## src/rtl/mem_dump_pkg.sv

```systemverilog
`default_nettype none
// ============================================================================
//  Module      : mem_dump_pkg
//  Description : Shared types and helpers for the memory dump engine.
//                Defines the FSM state encoding, the ASCII separator
//                characters, and a nibble-to-uppercase-hex converter.
//  Revision    : 1.0  initial release
// ============================================================================
package mem_dump_pkg;

    typedef enum logic [2:0] {
        IDLE   = 3'd0,
        FETCH  = 3'd1,
        LAT    = 3'd2,
        EMIT   = 3'd3,
        ARM    = 3'd4,
        TXWAIT = 3'd5,
        FIN    = 3'd6
    } dump_state_t;

    localparam logic [7:0] CHR_SP = 8'h20;
    localparam logic [7:0] CHR_CR = 8'h0D;
    localparam logic [7:0] CHR_LF = 8'h0A;

    // '0'..'9' = 0x30..0x39, 'A'..'F' = 0x41..0x46
    function automatic logic [7:0] nibble_to_hex(input logic [3:0] nib);
        if (nib < 4'd10) begin
            return 8'h30 + {4'h0, nib};
        end else begin
            return 8'h37 + {4'h0, nib};
        end
    endfunction

endpackage : mem_dump_pkg
`default_nettype wire

```

## src/rtl/mem_dump_hex_fmt.sv

```systemverilog
`default_nettype none
// ============================================================================
//  Module      : hex_fmt
//  Description : Combinational character selector for hex-mode dumps.
//                For one data byte the character sequence is
//                  idx0 : high nibble in ASCII hex
//                  idx1 : low nibble in ASCII hex
//                  idx2 : space (last) or CR when eol is set
//                  idx3 : LF (last, only reached when eol is set)
//  Ports       : data     - byte being formatted
//                char_idx - position within the sequence (0..3)
//                eol      - byte closes a line (line full or final byte)
//                char_out - character for this position
//                last     - char_out is the final character for this byte
//  Revision    : 1.0  initial release
// ============================================================================
module hex_fmt
    import mem_dump_pkg::*;
(
    input  logic [7:0] data,
    input  logic [1:0] char_idx,
    input  logic       eol,
    output logic [7:0] char_out,
    output logic       last
);

    always_comb begin
        char_out = CHR_SP;
        last     = 1'b0;
        case (char_idx)
            2'd0: char_out = nibble_to_hex(data[7:4]);
            2'd1: char_out = nibble_to_hex(data[3:0]);
            2'd2: begin
                if (eol) begin
                    char_out = CHR_CR;
                end else begin
                    char_out = CHR_SP;
                    last     = 1'b1;
                end
            end
            default: begin
                char_out = CHR_LF;
                last     = 1'b1;
            end
        endcase
    end

endmodule : hex_fmt
`default_nettype wire

```

## src/rtl/mem_dump.sv

```systemverilog
`default_nettype none
// ============================================================================
//  Module      : mem_dump
//  Description : Commanded engine that streams a byte range from one of
//                NBANKS byte-wide synchronous RAM banks (1-cycle read
//                latency) into a UART transmitter using tx_start/tx_busy.
//                Output is either raw bytes or an ASCII hex dump with
//                BYTES_PER_LINE bytes per line, every line ended by CR LF.
//  Ports       : CLK, RST_N      - clock, synchronous active-low reset
//                start           - command strobe (accepted only when idle)
//                bank_sel, base_addr, length, hex_mode - command fields
//                busy, done, err - command status
//                mem_addr, mem_re, mem_rdata - shared RAM read port
//                tx_start, tx_char, tx_busy  - UART transmitter handshake
//  Revision    : 1.0  initial release
// ============================================================================
module mem_dump
    import mem_dump_pkg::*;
#(
    parameter  int AW             = 15,
    parameter  int NBANKS         = 2,
    parameter  int BYTES_PER_LINE = 16,
    localparam int BW             = (NBANKS > 1) ? $clog2(NBANKS) : 1
) (
    input  logic                CLK,
    input  logic                RST_N,
    input  logic                start,
    input  logic [BW-1:0]       bank_sel,
    input  logic [AW-1:0]       base_addr,
    input  logic [AW:0]         length,
    input  logic                hex_mode,
    output logic                busy,
    output logic                done,
    output logic                err,
    output logic [AW-1:0]       mem_addr,
    output logic                mem_re,
    input  logic [NBANKS*8-1:0] mem_rdata,
    output logic                tx_start,
    output logic [7:0]          tx_char,
    input  logic                tx_busy
);

    // Column counter width; a 1-byte line still needs one bit.
    localparam int CW = (BYTES_PER_LINE > 1) ? $clog2(BYTES_PER_LINE) : 1;
    localparam logic [CW-1:0] c_last_col = CW'(BYTES_PER_LINE - 1);

    // ------------------------------------------------------------------
    // Registers and their next-state values
    // ------------------------------------------------------------------
    dump_state_t   r_state,    w_state_nxt;
    logic [BW-1:0] r_bank,     w_bank_nxt;
    logic [AW-1:0] r_base,     w_base_nxt;
    logic [AW:0]   r_len,      w_len_nxt;
    logic          r_hex,      w_hex_nxt;
    logic [AW:0]   r_idx,      w_idx_nxt;
    logic [CW-1:0] r_col,      w_col_nxt;
    logic [1:0]    r_cidx,     w_cidx_nxt;
    logic [7:0]    r_byte,     w_byte_nxt;
    logic          r_busy,     w_busy_nxt;
    logic          r_done,     w_done_nxt;
    logic          r_err,      w_err_nxt;
    logic [AW-1:0] r_mem_addr, w_mem_addr_nxt;
    logic          r_mem_re,   w_mem_re_nxt;
    logic          r_tx_start, w_tx_start_nxt;
    logic [7:0]    r_tx_char,  w_tx_char_nxt;

    // ------------------------------------------------------------------
    // Datapath helpers
    // ------------------------------------------------------------------
    logic [7:0]  w_rdata;
    logic [AW:0] w_idx_inc;
    logic        w_eol;
    logic        w_bank_bad;
    logic [7:0]  w_fmt_char;
    logic        w_fmt_last;
    logic [7:0]  w_char;
    logic        w_last;

    // Bank slice of the shared read bus, chosen by the latched bank.
    always_comb begin
        w_rdata = 8'h00;
        for (int k = 0; k < NBANKS; k++) begin
            if (r_bank == BW'(k)) begin
                w_rdata = mem_rdata[8*k +: 8];
            end
        end
    end

    assign w_idx_inc  = r_idx + 1'b1;
    // A byte closes its line when the line is full or it is the last byte.
    assign w_eol      = (r_col == c_last_col) || (w_idx_inc == r_len);
    // Widened compare so the check still works when NBANKS == 2**BW.
    assign w_bank_bad = ({1'b0, bank_sel} >= (BW+1)'(NBANKS));

    hex_fmt u_hex_fmt (
        .data     (r_byte),
        .char_idx (r_cidx),
        .eol      (w_eol),
        .char_out (w_fmt_char),
        .last     (w_fmt_last)
    );

    // Raw mode sends the byte itself as its only character.
    assign w_char = r_hex ? w_fmt_char : r_byte;
    assign w_last = r_hex ? w_fmt_last : 1'b1;

    // ------------------------------------------------------------------
    // State register
    // ------------------------------------------------------------------
    always_ff @(posedge CLK) begin
        if (!RST_N) begin
            r_state    <= IDLE;
            r_bank     <= '0;
            r_base     <= '0;
            r_len      <= '0;
            r_hex      <= 1'b0;
            r_idx      <= '0;
            r_col      <= '0;
            r_cidx     <= '0;
            r_byte     <= '0;
            r_busy     <= 1'b0;
            r_done     <= 1'b0;
            r_err      <= 1'b0;
            r_mem_addr <= '0;
            r_mem_re   <= 1'b0;
            r_tx_start <= 1'b0;
            r_tx_char  <= '0;
        end else begin
            r_state    <= w_state_nxt;
            r_bank     <= w_bank_nxt;
            r_base     <= w_base_nxt;
            r_len      <= w_len_nxt;
            r_hex      <= w_hex_nxt;
            r_idx      <= w_idx_nxt;
            r_col      <= w_col_nxt;
            r_cidx     <= w_cidx_nxt;
            r_byte     <= w_byte_nxt;
            r_busy     <= w_busy_nxt;
            r_done     <= w_done_nxt;
            r_err      <= w_err_nxt;
            r_mem_addr <= w_mem_addr_nxt;
            r_mem_re   <= w_mem_re_nxt;
            r_tx_start <= w_tx_start_nxt;
            r_tx_char  <= w_tx_char_nxt;
        end
    end

    // ------------------------------------------------------------------
    // Next-state and next-output logic. Outputs are computed one cycle
    // ahead so that every port is driven straight from a flop.
    // ------------------------------------------------------------------
    always_comb begin
        w_state_nxt    = r_state;
        w_bank_nxt     = r_bank;
        w_base_nxt     = r_base;
        w_len_nxt      = r_len;
        w_hex_nxt      = r_hex;
        w_idx_nxt      = r_idx;
        w_col_nxt      = r_col;
        w_cidx_nxt     = r_cidx;
        w_byte_nxt     = r_byte;
        w_busy_nxt     = r_busy;
        w_done_nxt     = 1'b0;
        w_err_nxt      = 1'b0;
        w_mem_addr_nxt = r_mem_addr;
        w_mem_re_nxt   = 1'b0;
        w_tx_start_nxt = 1'b0;
        w_tx_char_nxt  = r_tx_char;

        case (r_state)
            IDLE: begin
                if (start) begin
                    w_bank_nxt = bank_sel;
                    w_base_nxt = base_addr;
                    w_len_nxt  = length;
                    w_hex_nxt  = hex_mode;
                    w_idx_nxt  = '0;
                    w_col_nxt  = '0;
                    w_cidx_nxt = '0;
                    if (w_bank_bad) begin
                        w_done_nxt  = 1'b1;
                        w_err_nxt   = 1'b1;
                        w_state_nxt = FIN;
                    end else if (length == '0) begin
                        w_done_nxt  = 1'b1;
                        w_state_nxt = FIN;
                    end else begin
                        w_busy_nxt     = 1'b1;
                        w_mem_addr_nxt = base_addr;
                        w_mem_re_nxt   = 1'b1;
                        w_state_nxt    = FETCH;
                    end
                end
            end

            FETCH: begin
                w_state_nxt = LAT;
            end

            LAT: begin
                // RAM data is valid in this cycle; capture on the way out.
                w_byte_nxt  = w_rdata;
                w_state_nxt = EMIT;
            end

            EMIT: begin
                if (!tx_busy) begin
                    w_tx_start_nxt = 1'b1;
                    w_tx_char_nxt  = w_char;
                    w_state_nxt    = ARM;
                end
            end

            ARM: begin
                // tx_busy may not have risen yet in response to tx_start.
                w_state_nxt = TXWAIT;
            end

            TXWAIT: begin
                if (!tx_busy) begin
                    if (!w_last) begin
                        w_cidx_nxt  = r_cidx + 2'd1;
                        w_state_nxt = EMIT;
                    end else begin
                        w_cidx_nxt = '0;
                        w_idx_nxt  = w_idx_inc;
                        w_col_nxt  = w_eol ? '0 : (r_col + CW'(1));
                        if (w_idx_inc == r_len) begin
                            w_done_nxt  = 1'b1;
                            w_busy_nxt  = 1'b0;
                            w_state_nxt = FIN;
                        end else begin
                            // Truncation to AW bits gives the address wrap.
                            w_mem_addr_nxt = r_base + w_idx_inc[AW-1:0];
                            w_mem_re_nxt   = 1'b1;
                            w_state_nxt    = FETCH;
                        end
                    end
                end
            end

            FIN: begin
                w_state_nxt = IDLE;
            end

            default: begin
                w_state_nxt = IDLE;
            end
        endcase
    end

    assign busy     = r_busy;
    assign done     = r_done;
    assign err      = r_err;
    assign mem_addr = r_mem_addr;
    assign mem_re   = r_mem_re;
    assign tx_start = r_tx_start;
    assign tx_char  = r_tx_char;

endmodule : mem_dump
`default_nettype wire

```

## config.mk

```make
export PLATFORM = sky130hd
export DESIGN_NAME = mem_dump
export DESIGN_NICKNAME = d
export VERILOG_FILES = /design/src/rtl/mem_dump_pkg.sv /design/src/rtl/mem_dump_hex_fmt.sv /design/src/rtl/mem_dump.sv
export SDC_FILE = /design/constraint.sdc
export NUM_CORES = 1
export LEC_CHECK = 0
export ABC_AREA = 1
export CORE_MARGIN = 2
export CORE_UTILIZATION = 40
export CTS_BUF_LIST = sky130_fd_sc_hd__clkbuf_16
export CTS_CLUSTER_DIAMETER = 50
export DETAILED_ROUTE_END_ITERATION = 8
export PLACE_DENSITY_LB_ADDON = 0.2
export SLEW_MARGIN = 20
export SYNTH_ARGS = -nofsm -noshare
export SYNTH_HDL_FRONTEND = slang
export SYNTH_SLANG_ARGS = --single-unit
```

## constraint.sdc

```tcl
create_clock -name CLK -period 5.2 [get_ports CLK]
set_clock_uncertainty 0.15 [all_clocks]
set_input_delay 0.52 -clock CLK [delete_from_list [all_inputs] [get_ports CLK]]
set_output_delay 0.52 -clock CLK [all_outputs]
set_load 0.02 [all_outputs]
```

======== After elaboration in Yosys (flattened, before gate mapping) ========
Index checks and enable logic that the tools add are counted.
storage, ports and cells
  register bits after elaboration ......... 93
  input bits .............................. 53
  output and inout bits ................... 28
cells by class
  add/subtract/negate cells ............... 8
  $lt $le $gt $ge ......................... 2
  equality and inequality tests ........... 16
  muxes and demuxes ....................... 54
  bitwise logic cells ..................... 1
  reductions and logical operators ........ 14
operators by type and width
  kind                     count
  $mux W15                 5
  $mux W16                 3
  $mux W8                  4
  $pmux W16 S2             1
  $pmux W15 S2             1
  $add A6 B4 Y7 const A    4
  $pmux W8 S3              1
  $mux W1                  18
  $mux W3                  6
  $pmux W3 S6              1
  $add A16 B1 Y16 const B  1
  $eq A16 B16 Y1           1
  $logic_not A16 Y1        1
  $mux W4                  4
  $add A15 B15 Y15         1
  $ne A2 B2 Y1 const B     7
  $reduce_and A6 Y1        2
  $lt A4 B4 Y1 const B     2
  $pmux W1 S2              4
  $pmux W4 S2              1
  $eq A3 B2 Y1 const B     2
  $eq A3 B3 Y1 const B     2
  $mux W2                  3
  $mux W6                  1
  16 further kinds         19

======== Depth between registers and ports, before layout ========
  depth in word-level cells ............... 9
  gate-level depth with buffers ........... 22
  depth with buffers taken out ............ 22

======== By module ========
Synthesis repeated with hierarchy kept, for this count alone.
unflattened totals
  cell total of the unflattened synthesis .. 887
  area total of the unflattened synthesis .. 5771.8 um^2
modules (own cells, without submodules)
  module    times used  cells each  area each (um^2)  seq. area each (um^2)
  mem_dump  1           818         5426.5            1861.8
  hex_fmt   1           69          345.3             0.0

======== Least setup slack after synthesis ========
No wires, ideal clock.
  path type ............................... register to register
  from .................................... register r_idx[1]
  to ...................................... register r_mem_addr[13] (netlist: mem_addr[13])
  setup time .............................. 0.115 ns
  arrival ................................. 2.525 ns
  path slack .............................. 2.410 ns
  cell stages (with the launch flop) ...... 20
  period minus slack after synthesis ...... 2.790 ns
  cell sequence ........................... dfxtp_1 > ha_1 > nand2_1 > nor2_4 > nand3_1 > nand2_1 > inv_1 > ha_1 > a21oi_1 > o21a_1 > nand3_1 > nand2_1 > nand2_1 > nand2_1 > nand2_1 > or2_2 > nand3_1 > nand2_1 > a21oi_1 > nor2_1
on the way
  cells in the longest elaborated chain, start to end .. 8
  elaborated cells on any way between the ends .. 14
  those cells by class .................... add/sub: 2; eq/ne: 3; mux: 7; reduce/logical: 2
ends and longest elaborated chain
  item                                                                      RTL line         source
  start: declaration                                                        mem_dump.sv:55   logic [AW:0] r_idx, w_idx_nxt;
  start signal: assignment                                                  mem_dump.sv:134  r_idx <= w_idx_nxt;
  $add A16 B1 Y16 (*)                                                       mem_dump.sv:89   assign w_idx_inc = r_idx + 1'b1;
  parallel branches: the longest is 7 deep, another holds $add A15 B15 Y15  -
  end signal: assignment                                                    mem_dump.sv:141  r_mem_addr <= w_mem_addr_nxt;
  end: declaration                                                          mem_dump.sv:62   logic [AW-1:0] r_mem_addr, w_mem_addr_nxt;
Mark *: on every way between the ends. The select of a mux whose other input is x is not followed.
A chain may end at the register's enable or synchronous reset.

======== Worst setup path in the final report ========
  from .................................... register r_idx[0]
  to ...................................... register r_mem_addr[13] (netlist: mem_addr[13])
The elaborated chain is that of the path after synthesis.

==> results.txt <==
----------------------------------------------------
[Clock tree]
  Clock transition at path regs ... around 0.070 ns
  TritonCTS sink count ... a little over 90
  Skew-Pair Late Insertion Delay ... around 0.36 ns
  Post-cts resize count ... 0
  Hold buffers post-CTS ... 0
  CTS buffer count ... 9
  Cell chosen for the clock root ... sky130_fd_sc_hd__clkbuf_16
  Clock tree from TritonCTS ... built
  H-tree levels ... 3
  Maximum clock path buffer count ... 2
  Post-CTS setup buffers ... 0

[Final layout]
  Synthesis-to-finish area growth ... 19.8%
  Number of cells in the finished layout apart from fillers ... 1,194
  Sequential cell area ... between 1500 and 2000 um^2
  Multi-input gate area ... roughly 3500 um^2
  Fraction of final layout cells sized beyond drive strength 1 ... around 5.5%
  Leading cell types in the layout, fill and taps excluded ... sky130_fd_sc_hd__nand2_1 (252), sky130_fd_sc_hd__inv_1 (114), sky130_fd_sc_hd__a21oi_1 (96)
  Leading cell type in the layout, fill and taps excluded ... sky130_fd_sc_hd__nand2_1
  Count of inserted antenna diode cells ... 0
  Number of filler cells placed in the layout ... ~1,500
  Number of nets in the finished design ... 1,081

[Pwr]
  Peak ir drop on the vdd network ... between 0.15 and 0.2 mV
  Power density relative to cell area ... 339 nW/um^2
  Static leakage ... between 3 and 4 nW

[Timing]
  Portion of the clock cycle consumed by the worst path in the final layout ... around two thirds
  Fin. max-slew vios ... 0
  Worst relative slew slack ... between 30% and 40%
  Setup repair after global routing missed its margin ... no
  Final setup TNS ... 0 ns
  Final critical delay including setup and external delays ... 3.39 ns
  Final Hold Violating Endpoints ... 0
  Min setup slack post-route ... 1.81 ns
  Final setup vio count ... 0
  Highest achievable clock rate ... 0.295 GHz
  Worst Max-Slew Pin Slew ... around 0.94 ns

[Worst hold path]
  Classification of the worst-slack hold path ... reg -> reg

[Place]
  Dpl ws ... ~1.6 ns
  DP Cell Count ... 1,178
  Half-perimeter wire length after detailed placement ... 12,100 um
  I/O Buffers ... a little under 80
  Placer's final routability congestion estimate ... about 0.87

[Floorplan]
  Die Area ... approximately 16,000 um^2
  Initial Util ... approximately 41%
  Number of top-level pins ... a little over 80
  Row count ... 44
  Vertical die dimension ... roughly 130 um
  Core area ... between 10,000 and 15,000 um^2
  Die X-Extent ... about 130 um

[Global route]
  First-pass GRT wire length ... roughly 27,000 um
  Maximum number of pins on one net before global-route repair ... 52
  Antenna violations before repair ... 0
  Number of global-route vias before repair ... 5,813
  Overflow left after global routing ... 0
  Total Routing Usage GR ... a little over a fifth

[Synthesis]
  Synth top area share ... 31.2%
  Synthesized netlist cell count ... 944
  Net count of the mapped netlist ... 1,020
  Leading post-synthesis cells by cell area ... sky130_fd_sc_hd__dfxtp_1 (31%), sky130_fd_sc_hd__nand2_1 (16%), sky130_fd_sc_hd__a21oi_1 (8.1%)
  #FFs+latches synth ... 93
  Post-synth EDFFs ... 0
  Per-instance average area after synthesis ... 6.32 um^2
  Leading area contributor after synthesis ... sky130_fd_sc_hd__dfxtp_1
  Synth Flop Type ... sky130_fd_sc_hd__dfxtp_1
  Share of flip-flops with an asynchronous set or reset ... 0%
  Sequential fraction of the synthesis area ... a little under a third
  Post-synthesis cell area ... between 5000 and 6000 um^2
  YS warnings ... 0
  Number of distinct library cells after synthesis ... slightly above 40

[Worst setup path]
  Crit path top cell by count ... sky130_fd_sc_hd__nand2_1
  Critical Path Sink Type ... flip-flop
  Startpoint type of the worst setup path ... flip-flop
  Critical path cell sequence ... ha_1 -> nand2_1 -> nor2_4 -> nand3_1 -> nand2_1 -> inv_1 -> ha_1 -> a21oi_1 -> o21a_1 -> nand3_1 -> nand2_1 -> nand2_1 -> nand2_1 -> nand2_1 -> or2_2 -> nand3_1 -> nand2_1 -> a21oi_1 -> nor2_1
  Largest stage delay on the critical path ... 0.55 ns
  Data required time at the worst endpoint ... 5.30 ns
  Maximum fanout count along the critical path ... 12
  Critical Setup Path Class ... reg -> reg
  Bufs and invs on worst path ... 1
  Critical path's top delay family ... simple AND/OR/NAND/NOR gates
  Critical path arrival ... around 3.5 ns
  Slowest-stage cell, CP ... sky130_fd_sc_hd__dfxtp_1

[Run]
  Max-cap viol count ... 0

[Drt]
  Avg WL per Cell ... between 10 and 15 um
  Post-detailed-routing wire length ... around 17,000 um
  Iter 0 DRT Violations ... 535
  Post-route DRC violation count ... 0
  Residual antenna-violating net count after detailed routing ... 0
  Ratio of routed vias to standard cells ... roughly 5
  Drt pass-1 iters ... 5
  Total via count in the routed design ... slightly above 6,000

[Outcome]
  Status ... complete, no violations

----------------------------------------------------
==> power breakdown <==
part           leakage, nW  total [mW]  switching, mW  internal (mW)
registers            0.764       0.913         0.0916          0.821
clock network        0.155       0.705          0.291          0.415
logic                 2.22       0.804          0.501          0.303
==> Yosys cell counts (all sizes together) (2+ instances only) <==
library cell / instances
or2: 3
clkinv: 5
nor3: 7
dfxtp: 93
clkbuf: 21
nand4: 13
xor2: 7
xnor2: 3
nor2: 89
nand3: 99
ha: 22
a21oi: 100
o211ai: 3
o21bai: 2
nand2: 260
a31oi: 12
inv: 116
nor4: 4
buf: 13
o21ai: 65
==> flip-flops by register name, summed over array words and instances, names as in the netlist <==
name      cells
r_idx        16
r_len        16
mem_addr     15
r_base       15
r_byte        8
tx_char       8
r_col         4
r_state       3
r_cidx        2
busy          1
done          1
mem_re        1
r_bank        1
r_hex         1
tx_start      1
==> metrics by stage <==
step	power [mW]	area [um^2]	util, %	hold WS [ns]
2_1_floorplan	1.48	5970	-	0.294
3_3_place_gp	1.73	6840	47.1	0.311
3_5_place_dp	1.73	6840	47.1	0.312
4_1_cts	2.44	7150	49.2	0.325
5_1_grt	2.58	7150	49.2	0.341
6_report	2.42	7150	49.2	0.323
==> kinds of logic (layout without fill, tap and decap cells) <==
| group | Yosys count | count (layout) | synth area share [%] |
|---|---|---|---|
| AO/OA/AOI/OAI | 186 | 186 | 16.5 |
| buffers and inverters | 155 | 221 | 10.6 |
| other | 1 | 1 | 0.0629 |
| adder cells (fa/ha/maj) | 23 | 23 | 4.95 |
| flip-flops | 93 | 93 | 31.2 |
| XOR/XNOR | 10 | 10 | 1.47 |
| AND/OR/NAND/NOR | 476 | 476 | 35.1 |
==> layout make-up <==
class | count | share of cell area, %
multi-input combinational | 696 | 48.6
sequential | 93 | 26.1
timing repair buffer | 84 | 11.5
inverter | 121 | 6.36
tap | 184 | 3.22
clock buffer | 9 | 3.15
clock inverter | 7 | 1.14
==> worst reg2reg max path: stages, from the launching register on <==
cell	delay [ns]
sky130_fd_sc_hd__dfxtp_1	0.55
sky130_fd_sc_hd__ha_1	0.31
sky130_fd_sc_hd__nand2_1	0.14
sky130_fd_sc_hd__nor2_4	0.19
sky130_fd_sc_hd__nand3_1	0.12
sky130_fd_sc_hd__nand2_1	0.11
sky130_fd_sc_hd__inv_1	0.05
sky130_fd_sc_hd__ha_1	0.35
sky130_fd_sc_hd__a21oi_1	0.21
sky130_fd_sc_hd__o21a_1	0.13
sky130_fd_sc_hd__nand3_1	0.12
sky130_fd_sc_hd__nand2_1	0.10
sky130_fd_sc_hd__nand2_1	0.05
sky130_fd_sc_hd__nand2_1	0.05
sky130_fd_sc_hd__nand2_1	0.06
sky130_fd_sc_hd__or2_2	0.26
sky130_fd_sc_hd__nand3_1	0.07
sky130_fd_sc_hd__nand2_1	0.06
sky130_fd_sc_hd__a21oi_1	0.12
sky130_fd_sc_hd__nor2_1	0.07
==> path summary, 6_finish.rpt <==
kind / startpoint / endpoint / slack, ns / cells past startpoint
worst min-delay path: r_base[0] / r_base[0] / 0.32 / 2
worst min register to register: r_base[0] / r_base[0] / 0.32 / 2
worst max register to register: r_idx[0] / mem_addr[13] / 1.81 / 19
worst max-delay path: r_idx[0] / mem_addr[13] / 1.81 / 19
==> metal layers <==
metal  wire (um)  vias up  GRT usage, %
met5           0        -             0
met4         573        0          9.44
met3         829       35          4.29
met2        7680      152          36.5
met1        7580     2731          25.8
li1            -     3191             -
(Power assumes the default switching activity.)
